`src/rtl/bsg_chip_hb_reset_sequencer_pkg.sv`:
```
// Shared types and defaults for the HammerBlade reset sequencer.
package bsg_chip_hb_reset_sequencer_pkg;

  localparam int wh_cord_width_gp        = 7;
  localparam int hb_seq_hold_cycles_gp   = 16;
  localparam int hb_seq_settle_cycles_gp = 8;

  typedef enum logic [1:0] {
    eRESET   = 2'd0,
    eLINK_UP = 2'd1,
    eRUN     = 2'd2,
    eDRAIN   = 2'd3
  } hb_reset_seq_state_e;

  function automatic int max3(input int a, input int b, input int c);
    int m;
    m = (a > b) ? a : b;
    return (m > c) ? m : c;
  endfunction

endpackage

```
`src/rtl/bsg_chip_hb_reset_sequencer_if.sv`:
```
// Tag-side requests, cord updates and sequenced reset/status outputs.
interface bsg_chip_hb_reset_sequencer_if
  #(parameter int cord_width_p = bsg_chip_hb_reset_sequencer_pkg::wh_cord_width_gp);

  logic                         tag_reset_i;
  logic [1:0][cord_width_p-1:0] dest_cord_i;
  logic [1:0]                   dest_cord_new_i;
  logic                         idle_i;
  logic                         link_reset_o;
  logic                         array_reset_o;
  logic [1:0][cord_width_p-1:0] dest_wh_cord_o;
  logic                         quiesce_o;
  logic                         ready_o;
  logic                         timeout_o;

  modport master (
    output tag_reset_i, dest_cord_i, dest_cord_new_i, idle_i,
    input  link_reset_o, array_reset_o, dest_wh_cord_o, quiesce_o, ready_o, timeout_o
  );

  modport slave (
    input  tag_reset_i, dest_cord_i, dest_cord_new_i, idle_i,
    output link_reset_o, array_reset_o, dest_wh_cord_o, quiesce_o, ready_o, timeout_o
  );

endinterface

```
`src/rtl/bsg_chip_hb_reset_sequencer_cord_shadow.sv`:
```
// One destination cord: shadow captures every strobe, output copies the
// shadow only while the array is held in reset.
module bsg_chip_hb_cord_shadow
  #(parameter int cord_width_p = 7)
  (input  logic                    clk_i,
   input  logic                    reset_n_i,
   input  logic                    load_i,
   input  logic [cord_width_p-1:0] cord_i,
   input  logic                    copy_i,
   output logic [cord_width_p-1:0] cord_o);

  logic [cord_width_p-1:0] shadow_q, shadow_d;
  logic [cord_width_p-1:0] out_q, out_d;

  // Output copies the pre-edge shadow, so a same-cycle strobe lands one cycle later.
  always_comb begin
    shadow_d = load_i ? cord_i : shadow_q;
    out_d    = copy_i ? shadow_q : out_q;
  end

  always_ff @(posedge clk_i) begin
    if (!reset_n_i) begin
      shadow_q <= '0;
      out_q    <= '0;
    end else begin
      shadow_q <= shadow_d;
      out_q    <= out_d;
    end
  end

  assign cord_o = out_q;

endmodule

```
`src/rtl/bsg_chip_hb_reset_sequencer.sv`:
```
// Orders link/array reset release, drains traffic before run-time reset,
// and gates cord updates to reset. Optional drain watchdog: BSG_HB_RESET_SEQ_TIMEOUT_EN.
module bsg_chip_hb_reset_sequencer
  import bsg_chip_hb_reset_sequencer_pkg::*;
  #(parameter int cord_width_p    = wh_cord_width_gp,
    parameter int hold_cycles_p   = hb_seq_hold_cycles_gp,
    parameter int settle_cycles_p = hb_seq_settle_cycles_gp,
    parameter int drain_timeout_p = 1024)
  (input logic                         hb_clk_i,
   input logic                         reset_n_i,
   bsg_chip_hb_reset_sequencer_if.slave seq_if);

  localparam int CntMax = max3(hold_cycles_p, settle_cycles_p, drain_timeout_p);
  localparam int CntW   = $clog2(CntMax + 1);

  localparam logic [CntW-1:0] HoldLast   = CntW'(hold_cycles_p - 1);
  localparam logic [CntW-1:0] SettleLast = CntW'(settle_cycles_p - 1);

  hb_reset_seq_state_e state_q, state_d;
  logic [CntW-1:0]     cnt_q, cnt_d;
  logic                link_reset_q, array_reset_q, quiesce_q, ready_q;

`ifdef BSG_HB_RESET_SEQ_TIMEOUT_EN
  localparam logic [CntW-1:0] TimeoutLast = CntW'(drain_timeout_p - 1);
  logic timeout_set;
  logic timeout_q, timeout_d;
`endif

  always_comb begin
    state_d = state_q;
`ifdef BSG_HB_RESET_SEQ_TIMEOUT_EN
    timeout_set = 1'b0;
`endif
    unique case (state_q)
      eRESET:   if (cnt_q >= HoldLast && !seq_if.tag_reset_i) state_d = eLINK_UP;
      eLINK_UP: begin
        if (seq_if.tag_reset_i)        state_d = eRESET;
        else if (cnt_q == SettleLast)  state_d = eRUN;
      end
      eRUN:     if (seq_if.tag_reset_i) state_d = eDRAIN;
      eDRAIN: begin
        if (seq_if.idle_i) state_d = eRESET;
`ifdef BSG_HB_RESET_SEQ_TIMEOUT_EN
        else if (cnt_q == TimeoutLast) begin
          state_d     = eRESET;
          timeout_set = 1'b1;
        end
`endif
      end
      default:  state_d = eRESET;
    endcase

    if (state_d != state_q) cnt_d = '0;
    else if (cnt_q != '1)   cnt_d = cnt_q + 1'b1;
    else                    cnt_d = cnt_q;
  end

  // Outputs are registered from the next state so they track state_q exactly.
  always_ff @(posedge hb_clk_i) begin
    if (!reset_n_i) begin
      state_q       <= eRESET;
      cnt_q         <= '0;
      link_reset_q  <= 1'b1;
      array_reset_q <= 1'b1;
      quiesce_q     <= 1'b0;
      ready_q       <= 1'b0;
    end else begin
      state_q       <= state_d;
      cnt_q         <= cnt_d;
      link_reset_q  <= (state_d == eRESET);
      array_reset_q <= (state_d == eRESET) || (state_d == eLINK_UP);
      quiesce_q     <= (state_d == eDRAIN);
      ready_q       <= (state_d == eRUN);
    end
  end

`ifdef BSG_HB_RESET_SEQ_TIMEOUT_EN
  assign timeout_d = timeout_q | timeout_set;

  always_ff @(posedge hb_clk_i) begin
    if (!reset_n_i) timeout_q <= 1'b0;
    else            timeout_q <= timeout_d;
  end

  assign seq_if.timeout_o = timeout_q;
`else
  assign seq_if.timeout_o = 1'b0;
`endif

  logic copy_en;
  assign copy_en = (state_q == eRESET);

  bsg_chip_hb_cord_shadow #(.cord_width_p(cord_width_p)) cord_w (
    .clk_i    (hb_clk_i),
    .reset_n_i(reset_n_i),
    .load_i   (seq_if.dest_cord_new_i[0]),
    .cord_i   (seq_if.dest_cord_i[0]),
    .copy_i   (copy_en),
    .cord_o   (seq_if.dest_wh_cord_o[0])
  );

  bsg_chip_hb_cord_shadow #(.cord_width_p(cord_width_p)) cord_e (
    .clk_i    (hb_clk_i),
    .reset_n_i(reset_n_i),
    .load_i   (seq_if.dest_cord_new_i[1]),
    .cord_i   (seq_if.dest_cord_i[1]),
    .copy_i   (copy_en),
    .cord_o   (seq_if.dest_wh_cord_o[1])
  );

  assign seq_if.link_reset_o  = link_reset_q;
  assign seq_if.array_reset_o = array_reset_q;
  assign seq_if.quiesce_o     = quiesce_q;
  assign seq_if.ready_o       = ready_q;

endmodule

```
`src/flat_wrapper.sv`:
```
// flat-port wrapper written by rule: the top's interface ports become plain ports
module bsg_chip_hb_reset_sequencer_flat import bsg_chip_hb_reset_sequencer_pkg::*;
#(parameter int cord_width_p    = wh_cord_width_gp,
    parameter int hold_cycles_p   = hb_seq_hold_cycles_gp,
    parameter int settle_cycles_p = hb_seq_settle_cycles_gp,
    parameter int drain_timeout_p = 1024)
  (hb_clk_i, reset_n_i, seq_if_tag_reset_i, seq_if_dest_cord_i, seq_if_dest_cord_new_i, seq_if_idle_i, seq_if_link_reset_o, seq_if_array_reset_o, seq_if_dest_wh_cord_o, seq_if_quiesce_o, seq_if_ready_o, seq_if_timeout_o);
  bsg_chip_hb_reset_sequencer_if #(.cord_width_p(cord_width_p)) seq_if_i ();
  input logic hb_clk_i;
  input logic reset_n_i;
  input wire logic [$bits(seq_if_i.tag_reset_i)-1:0] seq_if_tag_reset_i;
  input wire logic [$bits(seq_if_i.dest_cord_i)-1:0] seq_if_dest_cord_i;
  input wire logic [$bits(seq_if_i.dest_cord_new_i)-1:0] seq_if_dest_cord_new_i;
  input wire logic [$bits(seq_if_i.idle_i)-1:0] seq_if_idle_i;
  output wire logic [$bits(seq_if_i.link_reset_o)-1:0] seq_if_link_reset_o;
  output wire logic [$bits(seq_if_i.array_reset_o)-1:0] seq_if_array_reset_o;
  output wire logic [$bits(seq_if_i.dest_wh_cord_o)-1:0] seq_if_dest_wh_cord_o;
  output wire logic [$bits(seq_if_i.quiesce_o)-1:0] seq_if_quiesce_o;
  output wire logic [$bits(seq_if_i.ready_o)-1:0] seq_if_ready_o;
  output wire logic [$bits(seq_if_i.timeout_o)-1:0] seq_if_timeout_o;
  assign seq_if_i.tag_reset_i = seq_if_tag_reset_i;
  assign seq_if_i.dest_cord_i = seq_if_dest_cord_i;
  assign seq_if_i.dest_cord_new_i = seq_if_dest_cord_new_i;
  assign seq_if_i.idle_i = seq_if_idle_i;
  assign seq_if_link_reset_o = seq_if_i.link_reset_o;
  assign seq_if_array_reset_o = seq_if_i.array_reset_o;
  assign seq_if_dest_wh_cord_o = seq_if_i.dest_wh_cord_o;
  assign seq_if_quiesce_o = seq_if_i.quiesce_o;
  assign seq_if_ready_o = seq_if_i.ready_o;
  assign seq_if_timeout_o = seq_if_i.timeout_o;
  bsg_chip_hb_reset_sequencer #(.cord_width_p(cord_width_p), .hold_cycles_p(hold_cycles_p), .settle_cycles_p(settle_cycles_p), .drain_timeout_p(drain_timeout_p)) u_core (.hb_clk_i(hb_clk_i), .reset_n_i(reset_n_i), .seq_if(seq_if_i));
endmodule
```
`config.mk`:
```
export PLATFORM = sky130hd
export DESIGN_NAME = bsg_chip_hb_reset_sequencer_flat
export DESIGN_NICKNAME = d
export VERILOG_FILES = /design/src/rtl/bsg_chip_hb_reset_sequencer_pkg.sv /design/src/rtl/bsg_chip_hb_reset_sequencer_if.sv /design/src/rtl/bsg_chip_hb_reset_sequencer_cord_shadow.sv /design/src/rtl/bsg_chip_hb_reset_sequencer.sv /design/src/flat_wrapper.sv
export SDC_FILE = /design/constraint.sdc
export NUM_CORES = 1
export LEC_CHECK = 0
export ABC_AREA = 1
export CAP_MARGIN = 20
export CORE_ASPECT_RATIO = 1.75
export CORE_UTILIZATION = 45
export DETAILED_ROUTE_END_ITERATION = 12
export HOLD_SLACK_MARGIN = 0.15
export PLACE_DENSITY_LB_ADDON = 0.08
export SETUP_SLACK_MARGIN = 0.05
export SYNTH_ARGS = -nofsm -noshare
export SYNTH_HDL_FRONTEND = slang
export SYNTH_SLANG_ARGS = --single-unit
```
`constraint.sdc`:
```
create_clock -name hb_clk_i -period 2.2 [get_ports hb_clk_i]
set_input_delay 0.44 -clock hb_clk_i [delete_from_list [all_inputs] [get_ports hb_clk_i]]
set_output_delay 0.44 -clock hb_clk_i [all_outputs]
set_load 0.03 [all_outputs]
```
# Word level (Yosys, flattened, before mapping)
# Cells that the tools add are included.
[classes] addsub=1 multipliers=0 div_mod_pow=0 order_cmp=1 eq_ne=9 shifts=0 n_mux=6 bitwise_logic=1 n_reduce_logical=6
[ops] op="$add A11 B1 Y11 const B" count=1
[ops] op="$eq A11 B3 Y1 const B" count=1
[ops] op="$ge A11 B4 Y1 const B" count=1
[ops] op="$ne A11 B11 Y1 const B" count=1
[ops] op="$mux W2" count=5
[ops] op="$eq A2 B2 Y1 const B" count=4
[ops] op="$pmux W2 S4" count=1
[ops] op="$eq A2 B1 Y1 const B" count=2
[ops] op="$logic_not A2 Y1" count=2
[ops] op="$ne A2 B2 Y1" count=1
[ops] op="$reduce_or A2 Y1" count=1
[ops] op="$logic_and A1 B1 Y1" count=1
[ops] op="$logic_not A1 Y1" count=1
[ops] op="$logic_or A1 B1 Y1" count=1
[ops] op="$not A1 Y1" count=1
[word_totals] regBits=45 latch_bits=0 ram_bits=0 rom_bits=0 in_bits=20 word_cells=34 n_memories=0

# Depth between registers and ports, before layout
# Gate-level depths: netlist (run 1).
[logic_depth] ltp_word=6 ltp_mapped=10

# By module
# Synthesis (run 1) repeated with hierarchy kept, for this count alone.
[unflattened] hier_cells=299 area_unflattened_um2=2069.5
[by_module_without_submodules] module="bsg_chip_hb_cord_shadow" n_inst=2 cells_each=87 area_per_inst_um2=579.3 seq_area_each_um2=280.3
[by_module_without_submodules] module="bsg_chip_hb_reset_sequencer" n_inst=1 cells_each=125 area_per_inst_um2=910.9 seq_area_each_um2=340.3

# Worst setup path before layout (run 1)
# OpenSTA, ideal clock, no wires.
[synth_timing] kind="reg-to-reg" start="reg u_core.cnt_q[0]" end="reg u_core.cnt_q[0]" t_arrival_ps=1365 slack_ps=724 stages_incl_launch_ff=11 synth_period_minus_slack_ps=1476 path_cell_list="dfxtp_1 ha_1 nand3_2 nor2_4 nand2_2 nor3_4 nand2_4 clkinv_4 nand2_1 nand2_1 nor2_1"
[synth_between] elab_chain_len=6 word_cells_on_any_way=11 classes_between="add/sub: 1; order compare: 1; eq/ne: 3; mux: 4; reduce/logical: 2"
[synth_lines] element="from (decl)" line_no="bsg_chip_hb_reset_sequencer.sv:20" text="logic [CntW-1:0] cnt_q, cnt_d;"
[synth_lines] element="from (signal assigned)" line_no="bsg_chip_hb_reset_sequencer.sv:69" text="cnt_q <= cnt_d;"
[synth_lines] element="$ge A11 B4 Y1 or $eq A11 B3 Y1 (tied branches)" line_no="bsg_chip_hb_reset_sequencer.sv:35, bsg_chip_hb_reset_sequencer.sv:38"
[synth_lines] element="$logic_and A1 B1 Y1 or $mux W2 (tied branches)" line_no="bsg_chip_hb_reset_sequencer.sv:35, bsg_chip_hb_reset_sequencer.sv:38"
[synth_lines] element="$mux W2, on equally long branches" line_no="bsg_chip_hb_reset_sequencer.sv:35, bsg_chip_hb_reset_sequencer.sv:37"
[synth_lines] element="$pmux W2 S4" line_no="bsg_chip_hb_reset_sequencer.sv:34" text="unique case (state_q)"
[synth_lines] element="$ne A2 B2 Y1" line_no="bsg_chip_hb_reset_sequencer.sv:53" text="if (state_d != state_q) cnt_d = '0;"
[synth_lines] element="$reduce_or A2 Y1 (no source line)"
# Parallel ways exist; a longest one is shown, timed or not.
# A chain may end at the register's enable or synchronous reset.

# Worst setup path after layout (run 1)
[layout_timing] start="reg u_core.cord_e.out_q[0], in the netlist u_core.cord_e.cord_o[0]" end="out seq_if_dest_wh_cord_o[7]"
[layout_lines] element="from (decl)" line_no="bsg_chip_hb_reset_sequencer_cord_shadow.sv:13" text="logic [cord_width_p-1:0] out_q, out_d;"
[layout_lines] element="from (signal assigned)" line_no="bsg_chip_hb_reset_sequencer_cord_shadow.sv:27" text="out_q <= out_d;"
[layout_lines] element="to (decl)" line_no="flat_wrapper.sv:17" text="output wire logic [$bits(seq_if_i.dest_wh_cord_o)-1:0] seq_if_dest_wh_cord_o;"
# No word-level cell between the ends.

==> impl_metrics.ini, run 1 <==
[critical_path]
critPathSlowestCell = clkdlybuf4s50_1
required_ns = 1.76
r2r_start = u_core.state_q[0]
crit_chain = clkdlybuf4s50_1
cp.buffers_inverters = 1
startpoint_type = flop
rr_worst_depth = 7
r2r_slack_ns = 0.45
cp.arrival_ns = 1.32
slowest_delay_ns = 0.67
cp_max_fo = 2
path_depth = 1
endpoint_kind = output port
crit_start = u_core.cord_e.cord_o[0]
cp_top_family = buffers and inverters
path_class = reg2out

[finish]
multiInputGateArea_sq_um = 839.6
regArea_sq_um = 900.9
drive_gt1_share_pct = 14.89
area_growth_pct = 27.53
num_antenna_cells = 0
final_cells = 330
final_nets = 302
final.fill_count = 396
fin_area_sq_um = 2382

[yosys]
synthTopCellsByCount = 71 x nor2_1, 45 x dfxtp_1, 29 x o21ai_0
synthTopCellsByArea = dfxtp_1 48%, nor2_1 14%, o21ai_0 7.8%
synth_edf_count = 0
yosysWarnings = 0
synth_area_leader_cell = dfxtp_1
synth_seq_cells = 45
synthesis.area_sq_um = 1868
synth_top_area_share_pct = 48.23
synthDistinctLibCells = 26
yosys.cell_count.top_type = nor2_1
avgSynthCellArea_sq_um = 7.719
syn_nets = 263
synth_ff_type = dfxtp_1
ys_seq_area_share_pct = 48.23
synthArstFlopShare_pct = 0
syn-instance-count = 242

[detailed_routing]
postRouteAntennaNets = 0
drtPass1Iterations = 4
wl_per_cell_um = 11.22
drt-initial-drc-count = 39
viasPerCell = 4.809
routed_wl_um = 3703
drc = 0
num_vias = 1587

[sta]
finalSetupTns_ns = 0
finalCritPeriodShare_pct = 79.82
rsz0062_at_grt = false
max_freq_ghz = 0.5695
hold_viol_final = 0
setup_violations = 0
maxSlewViolCount = 0
final.setup_skew_ns = 0.004878
period_minus_slack_ns = 1.756
finalHoldWorstSlack_ns = 0.4815

[clocking]
hold_buffers = 0
htree_levels = 2
cts_buffers = 5
root_buffer = clkbuf_8
clkSlewWorstSetupHoldPaths_ns = 0.08
cts_buffer_depth = 2
clock_sinks = 45
cts_tree = done
clk_latency_ns = 0.29

[hold_path]
worstHoldStart = u_core.cord_e.shadow_q[1]
worstHoldPathCells = 2
hold_class = reg2reg

[grt]
grt_max_degree = 18
grt_pass1_wl_um = 6423
antenna_found_initial = 0
grt.total_usage_pct = 19.08
grt-ovfl-total = 0
grt_pass1_vias = 1508

[run_status]
outcome = finished, final reports clean

[placement]
dp_cells = 322
port_buffers = 37
dp_hpwl_um = 2744
place.gp.congestion = 0.7890
dpl-instance-area_sq_um = 2276

[floorplanning]
io_pins = 39
core_area_sq_um = 3941
fp.dieW_um = 50.71
start_util_pct = 47.40
num_rows = 30
die_area_sq_um = 4423
die_h_um = 87.23

[pwr]
power_density_nw_per_um2 = 661.8
p_leak_nw = 1.010
finalPower_mw = 1.577
peakVddDrop_mv = 0.5472

[job]
maxCapViolations = 0
[cell families (layout without fill, tap and decap cells)]
group           after synthesis  count (layout)  synth area share [%]
compound gates               32              32                 9.176
xor+xnor                      6               6                 2.813
fa+ha+maj                     1               1                0.6697
buf+inv                      31              71                 7.100
flops                        45              45                 48.22
other cells                   1               1                0.2007
simple gates                126             126                 31.81
[report_power, final]
| part | internal (mW) | switching (mW) | leakage, nW | total [mW] |
|---|---|---|---|---|
| combinational | 0.0799 | 0.0862 | 0.587 | 0.166 |
| sequential | 0.849 | 0.0206 | 0.369 | 0.869 |
| clock | 0.284 | 0.257 | 0.0542 | 0.541 |
[cell usage in the layout, fill, tap and decap left out, types with 2 or more instances in the layout]
cell type | Yosys | routed
nand3_2 | 5 | 5
dfxtp_1 | 45 | 45
nand2_1 | 17 | 17
inv_2 | 4 | 4
nor2_1 | 71 | 71
clkdlybuf4s50_1 | 0 | 37
nand4_1 | 2 | 2
nor2_4 | 1 | 2
o21ai_0 | 29 | 29
xor2_1 | 4 | 4
a21oi_1 | 2 | 2
xnor2_1 | 2 | 2
nand3_1 | 7 | 7
inv_1 | 19 | 19
nor3_1 | 3 | 3
nor2_2 | 12 | 11
clkbuf_8 | 0 | 7
or2_2 | 2 | 2
buf_4 | 1 | 2
nand2_2 | 4 | 4
[per-layer routing]
metal  track usage (%)  wire [um]  vias to the layer above
met4             7.576         71                        0
met3             4.014         96                        5
met1             21.17       1558                      727
li1                  -          -                      826
met5                 0          0                        -
met2             34.55       1977                       29
[sequential cells by signal, summed over array words and instances (netlist names)]
signal                       cells
u_core.state_q                   2
u_core.cord_w.cord_o             7
u_core.cnt_q                    11
u_core.cord_w.shadow_q           7
u_core.seq_if.array_reset_o      1
u_core.cord_e.cord_o             7
u_core.seq_if.quiesce_o          1
u_core.cord_e.shadow_q           7
u_core.seq_if.ready_o            1
u_core.seq_if.link_reset_o       1
[what timing repair did]
action                                  CTS  global route
endpoints found under the setup margin    0            11
buffers inserted                          0             0
gates resized for setup                   0             1
[cell type report]
type	count	area share [%]
repair buffers	39	16.18
clock buffers	7	4.044
inverters	24	3.992
well taps	48	2.521
multi-input cells	166	35.24
clock inverters	1	0.2101
flip-flops and latches	45	37.82
[stage by stage]
step | util [%] | worst slack, ns
global placement | 57.75 | 0.2088
global route | 60.44 | 0.1999
floorplan | - | 0.7241
finish | 60.44 | 0.4440
CTS | 60.32 | 0.2144
detailed placement | 57.75 | 0.1836
[path summary, 6_finish.rpt]
check | end
setup / recovery | seq_if_dest_wh_cord_o[7]
hold / removal | u_core.cord_e.cord_o[1]
setup reg to reg | u_core.cnt_q[3]
hold reg to reg | u_core.cord_e.cord_o[1]
No activity file was read; power rests on OpenSTA's default activity.
==> inputs of run 2 (changes only) <==
Clock period 2.2 ns to 1.6 ns, I/O delays scaled along.
==> run 2 against run 1 <==
Against the previous run:
- worst setup slack got worse by 0.36 ns
- routed wire length rose by 9.0%
- register-to-register slack got worse by 0.36 ns
==> impl_metrics.ini, run 2 (synthesis results as in run 1) <==
[detailed_routing]
postRouteAntennaNets = 0
wl_per_cell_um = 11.66
viasPerCell = 4.775
drt-initial-drc-count = 32
routed_wl_um = 4036
num_vias = 1652
drc = 0
drtPass1Iterations = 4

[sta]
max_freq_ghz = 0.6613
hold_viol_final = 0
final.setup_skew_ns = 0.007672
setup_violations = 0
finalCritPeriodShare_pct = 94.51
rsz0062_at_grt = true
maxSlewViolCount = 0
period_minus_slack_ns = 1.512

[finish]
utilization_pct = 65.62
fin_area_sq_um = 2586
area_growth_pct = 38.45
top_register = u_core.cnt_q
final_common_cell = nor2_1
final_nets = 318
final_cell_mix = 70 x nor2_1, 42 x dfxtp_1, 29 x o21ai_0, 19 x inv_1, 19 x clkdlybuf4s50_1
drive_gt1_share_pct = 22.15
num_antenna_cells = 0
largest_register_ffs = 11

[clocking]
hold_buffers = 0
cts_buffers = 5
root_buffer = clkbuf_8
clkSlewWorstSetupHoldPaths_ns = 0.08
htree_levels = 2
cts_tree = done
cts_buffer_depth = 2
clk_latency_ns = 0.30
clock_sinks = 45

[floorplanning]
num_rows = 30
fp.dieW_um = 50.71
start_util_pct = 47.40
core_area_sq_um = 3941
die_area_sq_um = 4423
io_pins = 39
die_h_um = 87.23

[critical_path]
endpoint_kind = flop
cp_max_fo = 5
r2r_slack_ns = 0.09
startpoint_type = flop
r2r_start = u_core.cnt_q[1]
path_class = reg2reg
cp.arrival_ns = 1.70
required_ns = 1.79
rr_worst_depth = 11
worstReg2RegEnd = u_core.cnt_q[5]

[placement]
dp_hpwl_um = 2839
place.gp.congestion = 0.7549
dpl-instance-area_sq_um = 2399
port_buffers = 37

[grt]
antenna_found_initial = 0
grt_pass1_vias = 1624
grt_max_degree = 25
grt.total_usage_pct = 20.50
grt-ovfl-total = 0
grt_pass1_wl_um = 6727

[pwr]
p_leak_nw = 1.171
power_density_nw_per_um2 = 855.3
peakVddDrop_mv = 0.8793

[run_status]
outcome = finished, final reports clean

[hold_path]
hold_path_end = u_core.cord_e.cord_o[5]
worstHoldPathCells = 2
hold_class = reg2reg
worstHoldStart = u_core.cord_e.shadow_q[5]

[job]
maxCapViolations = 0
==> run 2: cell count changes in the layout (fill, tap and decap cells not counted), sizes merged <==
cell and delta:
clkdlybuf4s50 -18, dlygate4sd2 +18, buf +15, clkbuf +1
==> run 2: worst max-delay path, cell delays in order (launching register included) <==
cell and delay, ns:
dfxtp_2 0.36, buf_4 0.12, nand3_2 0.09, nor2_2 0.20, inv_2 0.05, nand3_2 0.07
nand2_2 0.07, nand2_2 0.09, nand2_2 0.06, nand3_4 0.09, clkbuf_16 0.17, nor2_4 0.03
==> run 2: layout make-up <==
class,count,area [sq um]
fill,351,1355
clock buffer,7,96.34
inverter,24,95.09
tap,48,60.06
sequential,45,904.6
timing repair buffer,55,525.5
multi-input combinational,166,899.6
clock inverter,1,5.005
==> run 2: what timing repair did <==
action | CTS | global route
gates cloned | 0 | 1
setup endpoints to repair | 26 | 11
buffers inserted | 2 | 0
resized for setup | 22 | 12
pin swaps | 4 | 4
==> run 2: worst max path at each step <==
stage / from / endpoint / cells past startpoint
floorplan: u_core.cnt_q[0] / u_core.cnt_q[0] / 10
global placement: seq_if_tag_reset_i / u_core.cnt_q[0] / 8
detailed placement: seq_if_tag_reset_i / u_core.cnt_q[0] / 8
CTS: u_core.cnt_q[1] / u_core.cnt_q[0] / 10
global route: u_core.cnt_q[8] / u_core.cnt_q[0] / 10
finish: u_core.cnt_q[1] / u_core.cnt_q[5] / 11
==> run 2: per-layer routing <==
layer / GRT usage (%) / wire, um
met1: 19.61 / 1529
met2: 39.88 / 2258
met3: 5.236 / 132
met4: 8.333 / 116
met5: 0 / 0
==> run 2: through the flow <==
| stage | power, mW | setup TNS [ns] | setup WS (ns) | hold slack, ns | instances |
|---|---|---|---|---|---|
| 2_1_floorplan | 1.345 | 0 | 0.1241 | 0.4495 | 242 |
| 3_3_place_gp | 1.466 | -1.486 | -0.1404 | 0.4589 | 335 |
| 3_5_place_dp | 1.470 | -1.650 | -0.1544 | 0.4671 | 335 |
| 4_1_cts | 2.228 | 0 | 0.05428 | 0.4905 | 345 |
| 5_1_grt | 2.316 | -0.04473 | -0.01392 | 0.5084 | 346 |
| 6_report | 2.212 | 0 | 0.08782 | 0.4858 | 346 |
==> run 2: power breakdown <==
group	internal, mW	total (mW)	switching [mW]
Combinational	0.125	0.257	0.132
Clock	0.390	0.759	0.369
Sequential	1.17	1.20	0.0272
